[config.mk]
export PLATFORM = sky130hd
export DESIGN_NAME = pe_req_arbiter
export DESIGN_NICKNAME = d
export VERILOG_FILES = /design/src/rtl/pe_pkg.sv /design/src/rtl/pe_req_arbiter.sv
export SDC_FILE = /design/constraint.sdc
export NUM_CORES = 1
export LEC_CHECK = 0
export BUFFER_PORTS_ARGS = -buffer_cell sky130_fd_sc_hd__buf_2
export CAP_MARGIN = 20
export CORE_UTILIZATION = 53
export CTS_CLUSTER_SIZE = 28
export DETAILED_ROUTE_END_ITERATION = 8
export HOLD_SLACK_MARGIN = 0.03
export PLACE_DENSITY = 0.84
export SYNTH_ARGS = -nofsm -noshare
export SYNTH_HDL_FRONTEND = slang
export SYNTH_SLANG_ARGS = --single-unit
[constraint.sdc]
create_clock -name clk -period 4 [get_ports clk]
set_input_delay 0.8 -clock clk [delete_from_list [all_inputs] [get_ports clk]]
set_output_delay 0.8 -clock clk [all_outputs]
set_load 0.03 [all_outputs]
[src/rtl/pe_pkg.sv]
// Shared definitions for the 4:2 priority encoder request path.
// Provides the request/index widths, the arbiter state type and the
// highest-index priority encoder used both here and by the downstream stage.
package pe_pkg;

  localparam int unsigned NREQ = 4;
  localparam int unsigned IDXW = 2;

  typedef enum logic [0:0] {
    StIdle,
    StPresent
  } state_e;

  // Encoder result: any = at least one input bit set, idx = highest set bit.
  typedef struct packed {
    logic            any;
    logic [IDXW-1:0] idx;
  } enc_t;

  // Highest index wins (bit 3 > bit 2 > bit 1 > bit 0); idx is 0 when no bit is set.
  function automatic enc_t prio_enc4(input logic [NREQ-1:0] bits);
    enc_t r;
    r.any = |bits;
    if (bits[3]) begin
      r.idx = 2'd3;
    end else if (bits[2]) begin
      r.idx = 2'd2;
    end else if (bits[1]) begin
      r.idx = 2'd1;
    end else begin
      r.idx = 2'd0;
    end
    return r;
  endfunction

endpackage

[src/rtl/pe_req_arbiter.sv]
// Request capture and arbitration stage in front of the 4:2 priority encoder.
// Rising edges on req set sticky pending bits; the highest pending index is
// presented to the consumer with a valid/ready handshake, and edges that hit an
// already-pending line are counted in a saturating miss counter.
//
// Ports:
//   clk        system clock, rising-edge active
//   rst        synchronous active-high reset
//   req        request lines (level; a rising edge raises a request)
//   out_idx    index of the presented grant, held while out_valid is low
//   out_valid  out_idx is valid
//   out_ready  consumer accepts out_idx when out_valid and out_ready are high
//   pending    current sticky pending bits
//   miss_cnt   saturating count of edges dropped on already-pending lines
module pe_req_arbiter
  import pe_pkg::*;
#(
  parameter int unsigned CNTW = 8
) (
  input  logic            clk,
  input  logic            rst,
  input  logic [NREQ-1:0] req,
  output logic [IDXW-1:0] out_idx,
  output logic            out_valid,
  input  logic            out_ready,
  output logic [NREQ-1:0] pending,
  output logic [CNTW-1:0] miss_cnt
);

  // Headroom so adding up to NREQ misses cannot wrap before the saturation test.
  localparam int unsigned SumW = CNTW + 3;

  logic [NREQ-1:0] req_q;
  logic [NREQ-1:0] pend_q, pend_d;
  logic [NREQ-1:0] rise;
  logic [NREQ-1:0] clr;
  logic [NREQ-1:0] miss_vec;
  logic            handshake;
  logic [2:0]      miss_num;
  logic [SumW-1:0] cnt_sum;
  logic [CNTW-1:0] cnt_q, cnt_d;
  logic [IDXW-1:0] idx_q, idx_d;
  state_e          state_q, state_d;
  enc_t            enc;

  // Edge detect, pending update and miss accounting.
  always_comb begin
    rise      = req & ~req_q;
    handshake = (state_q == StPresent) & out_ready;
    clr       = '0;
    if (handshake) begin
      clr[idx_q] = 1'b1;
    end
    // Set has priority over clear on the same line.
    pend_d   = (pend_q & ~clr) | rise;
    // A line being cleared this cycle can take a fresh edge without a miss.
    miss_vec = rise & pend_q & ~clr;

    miss_num = '0;
    for (int unsigned i = 0; i < NREQ; i++) begin
      miss_num = miss_num + {2'b00, miss_vec[i]};
    end

    cnt_sum = {3'b000, cnt_q} + {{(SumW - 3){1'b0}}, miss_num};
    if (cnt_sum > {3'b000, {CNTW{1'b1}}}) begin
      cnt_d = {CNTW{1'b1}};
    end else begin
      cnt_d = cnt_sum[CNTW-1:0];
    end
  end

  // Grant FSM: the index is sampled only from IDLE so it stays stable under
  // backpressure, and every grant is followed by one IDLE bubble.
  always_comb begin
    state_d = state_q;
    idx_d   = idx_q;
    enc     = prio_enc4(pend_q);
    unique case (state_q)
      StIdle: begin
        if (enc.any) begin
          idx_d   = enc.idx;
          state_d = StPresent;
        end
      end
      StPresent: begin
        if (out_ready) begin
          state_d = StIdle;
        end
      end
    endcase
  end

  always_ff @(posedge clk) begin
    // req_q also loads during reset so a level held through reset is not an edge.
    req_q <= req;
    if (rst) begin
      pend_q  <= '0;
      cnt_q   <= '0;
      idx_q   <= '0;
      state_q <= StIdle;
    end else begin
      pend_q  <= pend_d;
      cnt_q   <= cnt_d;
      idx_q   <= idx_d;
      state_q <= state_d;
    end
  end

  assign out_valid = (state_q == StPresent);
  assign out_idx   = idx_q;
  assign pending   = pend_q;
  assign miss_cnt  = cnt_q;

endmodule

# ---- Word level (Yosys, flattened, before mapping)
# Cells that the tools add are included.
dict set report totals {
  regBits 19
  input_bits 7
  output_inout_bits 15
  word_cells 34
}
dict set report classes {
  n_addsub 4
  magnitude_cmp 3
  mux 10
  n_bitwise 9
  n_reduce_logical 3
}
# op n
set op_table {}
lappend op_table {{$and A4 B4 Y4} 4}
lappend op_table {{$add A8 B3 Y9} 1}
lappend op_table {{$gt A9 B8 Y1 const B} 1}
lappend op_table {{$mux W8} 1}
lappend op_table {{$not A4 Y4} 2}
lappend op_table {{$mux W1} 4}
lappend op_table {{$mux W2} 2}
lappend op_table {{$mux W4} 1}
lappend op_table {{$or A4 B4 Y4} 1}
lappend op_table {{$reduce_or A4 Y1} 1}
lappend op_table {{$add A2 B1 Y3} 1}
lappend op_table {{$add A3 B1 Y3} 1}
lappend op_table {{$lt A2 B3 Y1 const B} 1}
lappend op_table {{$add A1 B1 Y2} 1}
lappend op_table {{$demux W1 S2} 1}
lappend op_table {{$ge A2 B1 Y1 const B} 1}
lappend op_table {{$pmux W1 S2} 1}
lappend op_table {{$reduce_and A2 Y1} 1}
lappend op_table {{$and A1 B1 Y1} 1}
lappend op_table {{$logic_and A1 B1 Y1} 1}
lappend op_table {{$not A1 Y1} 1}

# ---- Depth between registers and ports, before layout
# Gate-level depths: netlist (run 1).
dict set report logic_depth {
  depth_word 13
  mapped_depth 11
  mapped_depth_nobuf 11
}

# ---- Worst setup path after synthesis (run 1)
# No wires, ideal clock.
dict set report synth_path {
  path_kind {input -> register}
  start {input out_ready}
  end {register cnt_q[4] (netlist: miss_cnt[4])}
  setup_time_ns 0.128
  arrival_ns 2.901
  required_time_ns 3.872
  setup_slack_ns 0.971
  stages 11
  path_buffers 0
  path_cell_list {nand3_1 o21ai_0 or2_2 fa_1 fa_1 inv_1 fa_1 and3_1 nand3_1 o21ai_0 nor2_1}
}
dict set report synth_via {
  elab_chain_len 10
}
# element line
set synth_rtl {}
lappend synth_rtl {{start, declared} pe_req_arbiter.sv:25} ;# input logic out_ready,
lappend synth_rtl {{$and A1 B1 Y1 (*)} pe_req_arbiter.sv:49} ;# handshake = (state_q == StPresent) & out_ready;
lappend synth_rtl {{$mux W4 (*)} pe_req_arbiter.sv:51} ;# if (handshake) begin
lappend synth_rtl {{$not A4 Y4 (*)} pe_req_arbiter.sv:57} ;# miss_vec = rise & pend_q & ~clr;
lappend synth_rtl {{$and A4 B4 Y4 (*)} pe_req_arbiter.sv:57}
lappend synth_rtl {{$add A1 B1 Y2} pe_req_arbiter.sv:61} ;# miss_num = miss_num + {2'b00, miss_vec[i]};
lappend synth_rtl {{$add A2 B1 Y3} pe_req_arbiter.sv:61}
lappend synth_rtl {{$add A3 B1 Y3 (*)} pe_req_arbiter.sv:61}
lappend synth_rtl {{$add A8 B3 Y9 (*)} pe_req_arbiter.sv:64} ;# cnt_sum = {3'b000, cnt_q} + {{(SumW - 3){1'b0}}, miss_num};
lappend synth_rtl {{$gt A9 B8 Y1} pe_req_arbiter.sv:65} ;# if (cnt_sum > {3'b000, {CNTW{1'b1}}}) begin
lappend synth_rtl {{$mux W8 (*)} pe_req_arbiter.sv:65}
lappend synth_rtl {{end signal, assigned} pe_req_arbiter.sv:103} ;# cnt_q <= cnt_d;
lappend synth_rtl {{end, declared} pe_req_arbiter.sv:41} ;# logic [CNTW-1:0] cnt_q, cnt_d;
# Every way passes the cells marked *; elsewhere a longest branch is shown, timed or not.
# A chain may end at the register's enable or synchronous reset.

# ---- Worst setup path after layout (run 1)
# Ends and elaborated chain as after synthesis.

==> results.md, run 1 <==
- Cells on worst reg2reg path: 11
- Worst-path clk slew: roughly 0.1 ns
- Placed cell area: approximately 930 sq um
- Worst skew pair latency: 0.28 ns
- GRT Overall Usage: 0.192
- Register area share after synthesis: 0.467
- Pleak: 0.000439 uW
- Largest net degree at the start of global routing: 16
- Count of distinct cell types in the synthesized netlist: 26
- Clk network pwr share: 0.255
- Synth Area per Inst: just over 9 sq um
- FP Rows: 13
- Final Cell Area: slightly below 0.001 sq mm
- Pint: about 260 uW
- Overflow after GRT: 0
- Endpoints failing setup: 0
- Synthesized cell area: between 800 and 900 sq um
- Maximum buffer depth of the clock tree: 2
- Fin crit period: between 2 and 3 ns
- Root buffer cell: clkbuf_4
- Initial Util: 0.596
- DP HPWL: between 1000 and 1500 um
- Overall power: 354 uW
- # port buffers: 21
- RSZ-0062 raised after global routing: false
- Slew margin rel.: 0.782
- CTS Sinks: 19
- Crit. End Element: flip-flop
- RePlAce Congestion: slightly below 0.7
- CP required: between 4 and 5 ns
- Yosys warnings: 0
- Area of the die: about 0.0017 sq mm
- DRT Wirelength: approximately 1500 um
- Sw Ratio: 0.272
- CP max FO: 8
- Mapped Nets: 100
- Fill cells: between 100 and 150
- WP data arrival: 3.16 ns
- Syn-to-layout area delta: 18.0%
- Clock Skew: about 0.0043 ns
- WS Path Type: in -> reg
- Combinational power share: 0.156
- Most common cell after layout, fill and taps aside: buf_2
- Flops & latches, synth: 19
- Die X: approximately 41 um
- Vert. Die Dim: around 41 um
- Setup TNS: 0 ns
- Status: complete, no violations
- Initial antenna violation count: 0
- Min Hold Slack: a little over 0.5 ns
- Post-CTS setup buffers: 0
- Post-route antenna net violation count: 0
- N_diodes: 0
- Startpoint class of the critical path: input port
- DRC violations left: 0
- Tcrit/Tclk final: 0.746
- Max-cap violations: 0
- Most frequent cells in the layout: 21 x buf_2, 19 x dfxtp_1, 12 x a21oi_1, 8 x o21ai_0, 7 x inv_1
- Synth Instances: a little under 90
- Num CTS Buffers: 3
- Vias per cell: around 5.4
- Flop pwr share: 0.589
- PwrDens: 368 mW/mm^2
- Nets: 125
- Multi-input gate area: between 400 and 500 sq um
- FF+latch area: approximately 380 sq um
- I/O pin total: 22
- WL per Instance: 11.6 um
- P_sw: between 90 and 100 uW
- CTS Hold Bufs: 0
- Max frequency: 0.335 GHz
- Proportion of layout cells with a drive suffix above 1: 0.248
- Worst Tran Pin Value: 0.325 ns
- CTS tree: built
- TritonRoute pass-1 iters: 3
- Final Max Slew Viols: 0
- H-Tree Level Count: 1
- Number of global-route vias before repair: approximately 530
- Via Count: around 700
- Post-CTS Resized: 0
- First-pass GRT wire length: roughly 2100 um
- Hold WC Path Type: reg -> reg
- Final core utilization: 0.703
- Final hold vios: 0
- Detailed Route Iter0 Violations: 8
- WHS Path Cells: 2
- CORE AREA: between 0.001 and 0.0015 sq mm
- Peak VDD IR: between 0.0002 and 0.00025 V
-- sequential cells by signal (all words and copies together) (netlist names) --
| name | cells |
|---|---|
| pending | 4 |
| out_idx | 2 |
| miss_cnt | 8 |
| out_valid | 1 |
| req_q | 4 |
-- power groups by stage --
stage	clock [uW]	sequential, uW	combinational, uW
3_3_place_gp	0	212	54.4
6_report	90.3	208	55.3
2_1_floorplan	0	228	22.2
4_1_cts	94.4	208	55.4
5_1_grt	100	210	61.0
3_5_place_dp	0	213	55.0
-- cells by family after synthesis --
| kind of cell | synth area share |
|---|---|
| flops | 0.467 |
| simple gates | 0.221 |
| buf+inv | 0.0369 |
| compound gates | 0.186 |
| fa+ha+maj | 0.0891 |
-- synthesized netlist by cell type, drive strengths merged --
cell    count  area [sq um]
or3         2          12.5
fa          3          60.1
or2         3          18.8
o31ai       1          7.51
a41o        1          10.0
nor2        4          15.0
nand2       1          3.75
nor4        1          6.26
nor3        3          15.0
and3        2          12.5
nand3       6          30.0
nand2b      3          18.8
nand4       1          6.26
a21oi      12          60.1
a21o        1          7.51
o21ai       8          40.0
dfxtp      19           380
clkbuf      1          3.75
and4b       1          10.0
ha          1          12.5
o21bai      1          7.51
a31oi       3          18.8
or2b        1          7.51
inv         7          26.3
and4        1          11.3
nor2b       2          12.5
-- per-layer routing --
metal  wire, um  global-route usage  part of all wire
met1        733               0.232              0.49
met2        693               0.336              0.47
met3         52              0.0489             0.035
met4          5              0.0484            0.0034
met5          0                   0                 0
-- layout make-up --
| type | count | area share |
|---|---|---|
| clock buffers | 4 | 0.0273 |
| multi-input cells | 62 | 0.421 |
| well taps | 15 | 0.0195 |
| repair buffers | 21 | 0.109 |
| flip-flops and latches | 19 | 0.396 |
| inverters | 7 | 0.0273 |
-- stage by stage --
| stage | setup WS, ns | cells |
|---|---|---|
| 3_3_place_gp | 0.781 | 124 |
| 6_report | 1.02 | 128 |
| 2_1_floorplan | 0.971 | 89 |
| 4_1_cts | 1.03 | 128 |
| 5_1_grt | 0.851 | 128 |
| 3_5_place_dp | 0.722 | 124 |
-- worst paths after layout --
path,endpoint,startpoint,slack [ns]
worst min register to register,pending[3],req_q[3],0.51
worst max register to register,miss_cnt[4],out_valid,1.21
worst max-delay path,miss_cnt[4],out_ready,1.02
worst min-delay path,pending[3],req_q[3],0.51
-- critical path: stages --
cell and delay [ns]:
buf_2 0.11, nand3_1 0.09, o21ai_0 0.11, or2_2 0.32, fa_1 0.47, fa_1 0.42
inv_1 0.11, fa_1 0.31, and3_1 0.21, nand3_1 0.07, o21ai_0 0.07, nor2_1 0.06
Power figures use the tool's default switching activity.
==> inputs of run 2 (changes only) <==
Settings changed: CORE_UTILIZATION 53 to 44, PLACE_DENSITY 0.84 to 0.75.
Clock period 4 ns to 2.69 ns, I/O delays scaled along.
==> results.md, run 2 (synthesis gave the netlist of run 1 again) <==
- Endpoints failing setup: 0 (unchanged)
- Tcrit/Tclk final: 0.918
- Fin crit period: approximately 2.5 ns
- Slew margin rel.: 0.775 (-0.00648)
- Num CTS Buffers: 3 (unchanged)
- Launch point of the worst reg-to-reg path: out_valid
- Pleak: 0.000460 uW (+5.0%)
- Max reg flops: 8 (unchanged)
- Clock Skew: 0.0103 ns (+0.00597 ns)
- Maximum buffer depth of the clock tree: 2 (unchanged)
- Worst-path clk slew: 0.11 ns (about the same)
- DP HPWL: 1250 um (+11%)
- Vert. Die Dim: 45.0 um (+9.3%)
- Final Cell Area: 0.00104 sq mm (+8.6%)
- Most frequent cells in the layout: 21 x buf_2, 15 x dfxtp_1, 12 x a21oi_1
- # port buffers: 21 (unchanged)
- Final hold vios: 0 (unchanged)
- Post-CTS setup buffers: 0 (unchanged)
- Worst stage delay on the critical path: 0.43 ns (-0.04 ns)
- CP top delay family: adder cells
- Max-cap violations: 0 (unchanged)
- Area of the die: 0.00203 sq mm (+19%)
- PnR worst setup slack: 0.221 ns (-0.796 ns)
- Most common cell after layout, fill and taps aside: buf_2
- First-pass GRT wire length: 2700 um (+29%)
- Final core utilization: 0.604 (-0.0989)
- Startpoint class of the critical path: flip-flop
- Fill cells: 171 (+41%)
- Nets: 129 (+3.2%)
- WS Path Type: reg -> reg
- Initial Util: 0.472 (-0.124)
- WP data arrival: 2.65 ns (-0.51 ns)
- # placed instances: 138 (+11%)
- Min Hold Slack: 0.350 ns (-0.165 ns)
- DRT Wirelength: 1590 um (+6.9%)
- Worst skew pair latency: 0.29 ns (about the same)
- Max frequency: between 0.4 and 0.5 GHz
- Cell chain of the critical path: nand2_2 -> o31ai_4 -> or2_4 -> fa_1 -> fa_2 -> inv_2 -> fa_2 -> and3_4 -> nand3_1 -> o21ai_1 -> nor2_1
- I/O pin total: 22 (unchanged)
- Peak VDD IR: 0.000269 V (+29%)
- DRC violations left: 0 (unchanged)
- WP depth: 11 (-1)
- FP Rows: 15 (+2)
- CP required: 2.87 ns (-1.30 ns)
- Via Count: 742 (+6.5%)
- CTS Sinks: 19 (unchanged)
- Hold Startpoint: req[2]
- CORE AREA: 0.00173 sq mm (+26%)
- Post-place setup slack: -0.154 ns (-0.876 ns)
- Buf/Inv on CP: 1 (-1)
- Proportion of layout cells with a drive suffix above 1: 0.368 (+0.120)
- RePlAce Congestion: 0.757 (+13%)
- CTS Hold Bufs: 0 (unchanged)
- Crit. End Element: flip-flop
- FF-to-FF setup slack: 0.22 ns (-0.99 ns)
- N_diodes: 0 (unchanged)
- Finished Layout Cells: 142 (+11%)
- Vias per cell: 5.23 (-4.0%)
- Worst path most repeated cell: fa_2
- Cells on worst reg2reg path: 11 (unchanged)
- Syn-to-layout area delta: 28.1%
- CTS tree: built
- Hold Path Sink: req_q[2]
- Initial antenna violation count: 0 (unchanged)
- RSZ-0062 raised after global routing: false
- Status: complete, no violations
- Detailed Route Iter0 Violations: 8 (unchanged)
- Root buffer cell: clkbuf_4
- CP max FO: 7 (-1)
- Placed cell area: 992 sq um (+6.2%)
- WHS Path Cells: 1 (-1)
- Worst Tran Pin Value: 0.334 ns (+0.00963 ns)
- Die X: 45.0 um (+9.3%)
- TritonRoute pass-1 iters: 4 (+1)
- Number of global-route vias before repair: 654 (+22%)
- WL per Instance: 11.2 um (-3.6%)
- PwrDens: 517 mW/mm^2 (+41%)
- Overflow after GRT: 0 (unchanged)
- GRT Overall Usage: 0.188 (-0.00365)
- Post-route antenna net violation count: 0 (unchanged)
- Largest net degree at the start of global routing: 16 (unchanged)
- Worst reg2reg path endpoint: miss_cnt[4]
- H-Tree Level Count: 1 (unchanged)
- Crit-path slowest cell: fa_1
- Final Max Slew Viols: 0 (unchanged)
- Hold WC Path Type: in -> reg
run 2: changes by cell type in the layout (fill, tap and decap cells not counted), moves of 2 or more:
cell	previous run	this run
buf_4	0	4
dfxtp_1	19	15
dfxtp_2	0	3
fa_1	3	1
fa_2	0	2
o21ai_0	8	6
o21ai_1	0	2
or2_2	3	1
or2_4	0	2
run 2: area by class of cell:
class / count / area, sq um / share of cell area
Multi-Input combinational cell: 62 / 435 / 0.417
Sequential cell: 19 / 388 / 0.372
Timing Repair Buffer: 25 / 135 / 0.129
Tap cell: 25 / 31.3 / 0.0300
Inverter: 7 / 26.3 / 0.0252
Clock buffer: 3 / 22.5 / 0.0216
Clock inverter: 1 / 5.00 / 0.00480
run 2: per-layer routing:
metal  routed length, um  global-route usage
met1                 682               0.206
met2                 808               0.336
met4                  38               0.109
met5                   0                   0
met3                  57              0.0360
run 2: report_power, final:
part | internal, uW | leakage [uW] | switching (uW) | total (uW)
Sequential | 298 | 0.000158 | 16.2 | 314
Clock | 55.3 | 0.0000177 | 83.2 | 138
Combinational | 33.0 | 0.000285 | 54.1 | 87.1
Total | 386 | 0.000460 | 153 | 540
run 2: how the worst max path moves through the flow:
stage | start | end | slack, ns
after global placement | out_ready | miss_cnt[4] | -0.12
after detailed placement | out_ready | miss_cnt[4] | -0.15
after global routing | out_valid | miss_cnt[4] | 0.03
after CTS | out_valid | miss_cnt[4] | 0.12
after floorplan | out_ready | miss_cnt[4] | 0.01
final | out_valid | miss_cnt[4] | 0.22
run 2: worst register-to-register path: stages, from the launching register on:
cell     delay (ns)
dfxtp_4        0.38
nand2_2        0.08
o31ai_4        0.23
or2_4          0.16
fa_1           0.43
fa_2           0.37
inv_2          0.07
fa_2           0.25
and3_4         0.19
nand3_1        0.07
o21ai_1        0.08
nor2_1         0.05
run 2: through the flow:
step                power (uW)  TNS [ns]
floorplan                  374         0
global placement           401    -0.509
detailed placement         404    -0.652
CTS                        543         0
global route               577         0
finish                     540         0
run 2: repair_timing:
action / in CTS / in global routing
endpoints found under the setup margin: 0 / 4
hold endpoints to repair: 0 / 0
resized for setup: 0 / 9
==> inputs of run 3 (changes only) <==
Settings changed: CORE_UTILIZATION 44 to 49, PLACE_DENSITY 0.75 to 0.79.
Clock period 2.69 ns to 2.4 ns, I/O delays scaled along.
==> results.md, run 3 (synthesis gave the netlist of run 1 again) <==
- Status: finished with violations
- Violated checks: setup timing
- FP Rows: 14 (-1)
- RSZ-0062 raised after global routing: true
- Peak VDD IR: 0.000410 V (+53%)
- Detailed Route Iter0 Violations: 20 (+12)
- Via Count: 787 (+6.1%)
- CP required: 2.63 ns (-0.24 ns)
- Worst Tran Pin Value: 0.307 ns (-0.0268 ns)
- CTS Sinks: 19 (unchanged)
- GRT Overall Usage: 0.228 (+0.0394)
- Overall power: 634 uW (+17%)
- N_diodes: 0 (unchanged)
- Vert. Die Dim: 42.8 um (-5.0%)
- I/O pin total: 22 (unchanged)
- RePlAce Congestion: 0.828 (+9.3%)
- Worst skew pair latency: 0.30 ns (about the same)
- Worst-path clk slew: 0.10 ns (about the same)
- WS Path Type: reg -> reg
- Largest net degree at the start of global routing: 16 (unchanged)
- FF-to-FF setup slack: -0.08 ns (-0.30 ns)
- Tcrit/Tclk final: 1.03 (+0.117)
- Post-place setup slack: -0.392 ns (-0.238 ns)
- Maximum buffer depth of the clock tree: 2 (unchanged)
- Initial Util: 0.534 (+0.0627)
- Overflow after GRT: 0 (unchanged)
- First-pass GRT wire length: 3100 um (+15%)
- Nets: 139 (+7.8%)
- Final core utilization: 0.769 (+0.165)
- Most frequent cells in the layout: 21 x buf_2, 14 x dfxtp_1, 12 x a21oi_1, 11 x buf_4
- Num CTS Buffers: 3 (unchanged)
- Area of the die: 0.00183 sq mm (-9.8%)
- Initial antenna violation count: 0 (unchanged)
- Max reg flops: 8 (unchanged)
- Slew margin rel.: 0.793 (+0.0181)
- Post-route antenna net violation count: 0 (unchanged)
- CP max FO: 5 (-2)
- Final Max Slew Viols: 0 (unchanged)
- Proportion of layout cells with a drive suffix above 1: 0.472 (+0.105)
- TritonRoute pass-1 iters: 5 (+1)
- CORE AREA: 0.00152 sq mm (-12%)
- Max-cap violations: 0 (unchanged)
- DP HPWL: 1380 um (+9.8%)
- Die X: 42.8 um (-5.0%)
- CTS tree: built
- Syn-to-layout area delta: 43.9%
- Clock Skew: 0.00333 ns (-0.00695 ns)
- PwrDens: 541 mW/mm^2 (+4.5%)
- WP data arrival: 2.72 ns (+0.07 ns)
- Root buffer cell: clkbuf_4
- Hold WC Path Type: in -> reg
- Startpoint class of the critical path: flip-flop
- Vias per cell: 5.50 (+5.3%)
- Pleak: 0.000520 uW (+13%)
- DRC violations left: 0 (unchanged)
- Endpoints failing setup: 8 (+8)
- H-Tree Level Count: 1 (unchanged)
- Fin crit period: 2.48 ns (+0.0146 ns)
- Max frequency: 0.403 GHz (-0.59%)
- Number of global-route vias before repair: 733 (+12%)
- Final hold vios: 0 (unchanged)
- Most common cell after layout, fill and taps aside: buf_2
- WL per Instance: 13.2 um (+18%)
- PnR worst setup slack: -0.0834 ns (-0.305 ns)
- # port buffers: 21 (unchanged)
- Crit. End Element: flip-flop
- DRT Wirelength: 1890 um (+19%)
- CTS Hold Bufs: 0 (unchanged)
-- run 3: power by group --
group	total, uW	internal, uW	leakage [uW]	switching [uW]
Sequential	353	334	0.000159	18.7
Clock	161	64.8	0.0000150	96.1
Combinational	120	50.4	0.000347	69.8
-- run 3: path summary, 6_finish.rpt --
path	from	to	depth (start not counted)
setup reg to reg	out_idx[1]	miss_cnt[6]	10
setup / recovery	out_idx[1]	miss_cnt[6]	10
hold reg to reg	pending[2]	pending[2]	2
hold / removal	req[1]	req_q[1]	1
-- run 3: per-layer routing --
layer,track usage,share of wire
met1,0.282,0.46
met2,0.379,0.48
met3,0.0255,0.044
met4,0.131,0.017
met5,0,0
-- run 3: cell type report --
type	count	area, sq um
Multi-Input combinational cell	62	487
Sequential cell	19	392
Fill cell	101	352
Timing Repair Buffer	35	221
Clock buffer	4	26.3
Inverter	7	26.3
Tap cell	16	20.0
-- run 3: critical path, stage by stage (launching register included) --
cell and delay (ns):
dfxtp_4 0.38, nand3_4 0.09, o21ai_2 0.06, or2_4 0.23, fa_1 0.54, fa_2 0.21, inv_2 0.05, fa_2 0.39
buf_6 0.14, and4b_1 0.19, nor3_2 0.14
-- run 3: metrics by stage --
step                      area, sq um  hold WS, ns  std cells  TNS, ns
after floorplan                   867        0.482         89   -0.163
after global placement           1040        0.469        132    -1.61
after detailed placement         1040        0.477        132    -2.11
after CTS                        1150        0.279        141   -0.267
after global routing             1170        0.285        143    -1.47
final                            1170        0.284        143   -0.475
-- run 3: repair_timing --
item	4_1_cts	5_1_grt
resized for setup	9	2
buffers inserted	5	2
pin swaps	11	11
setup endpoints to repair	7	8
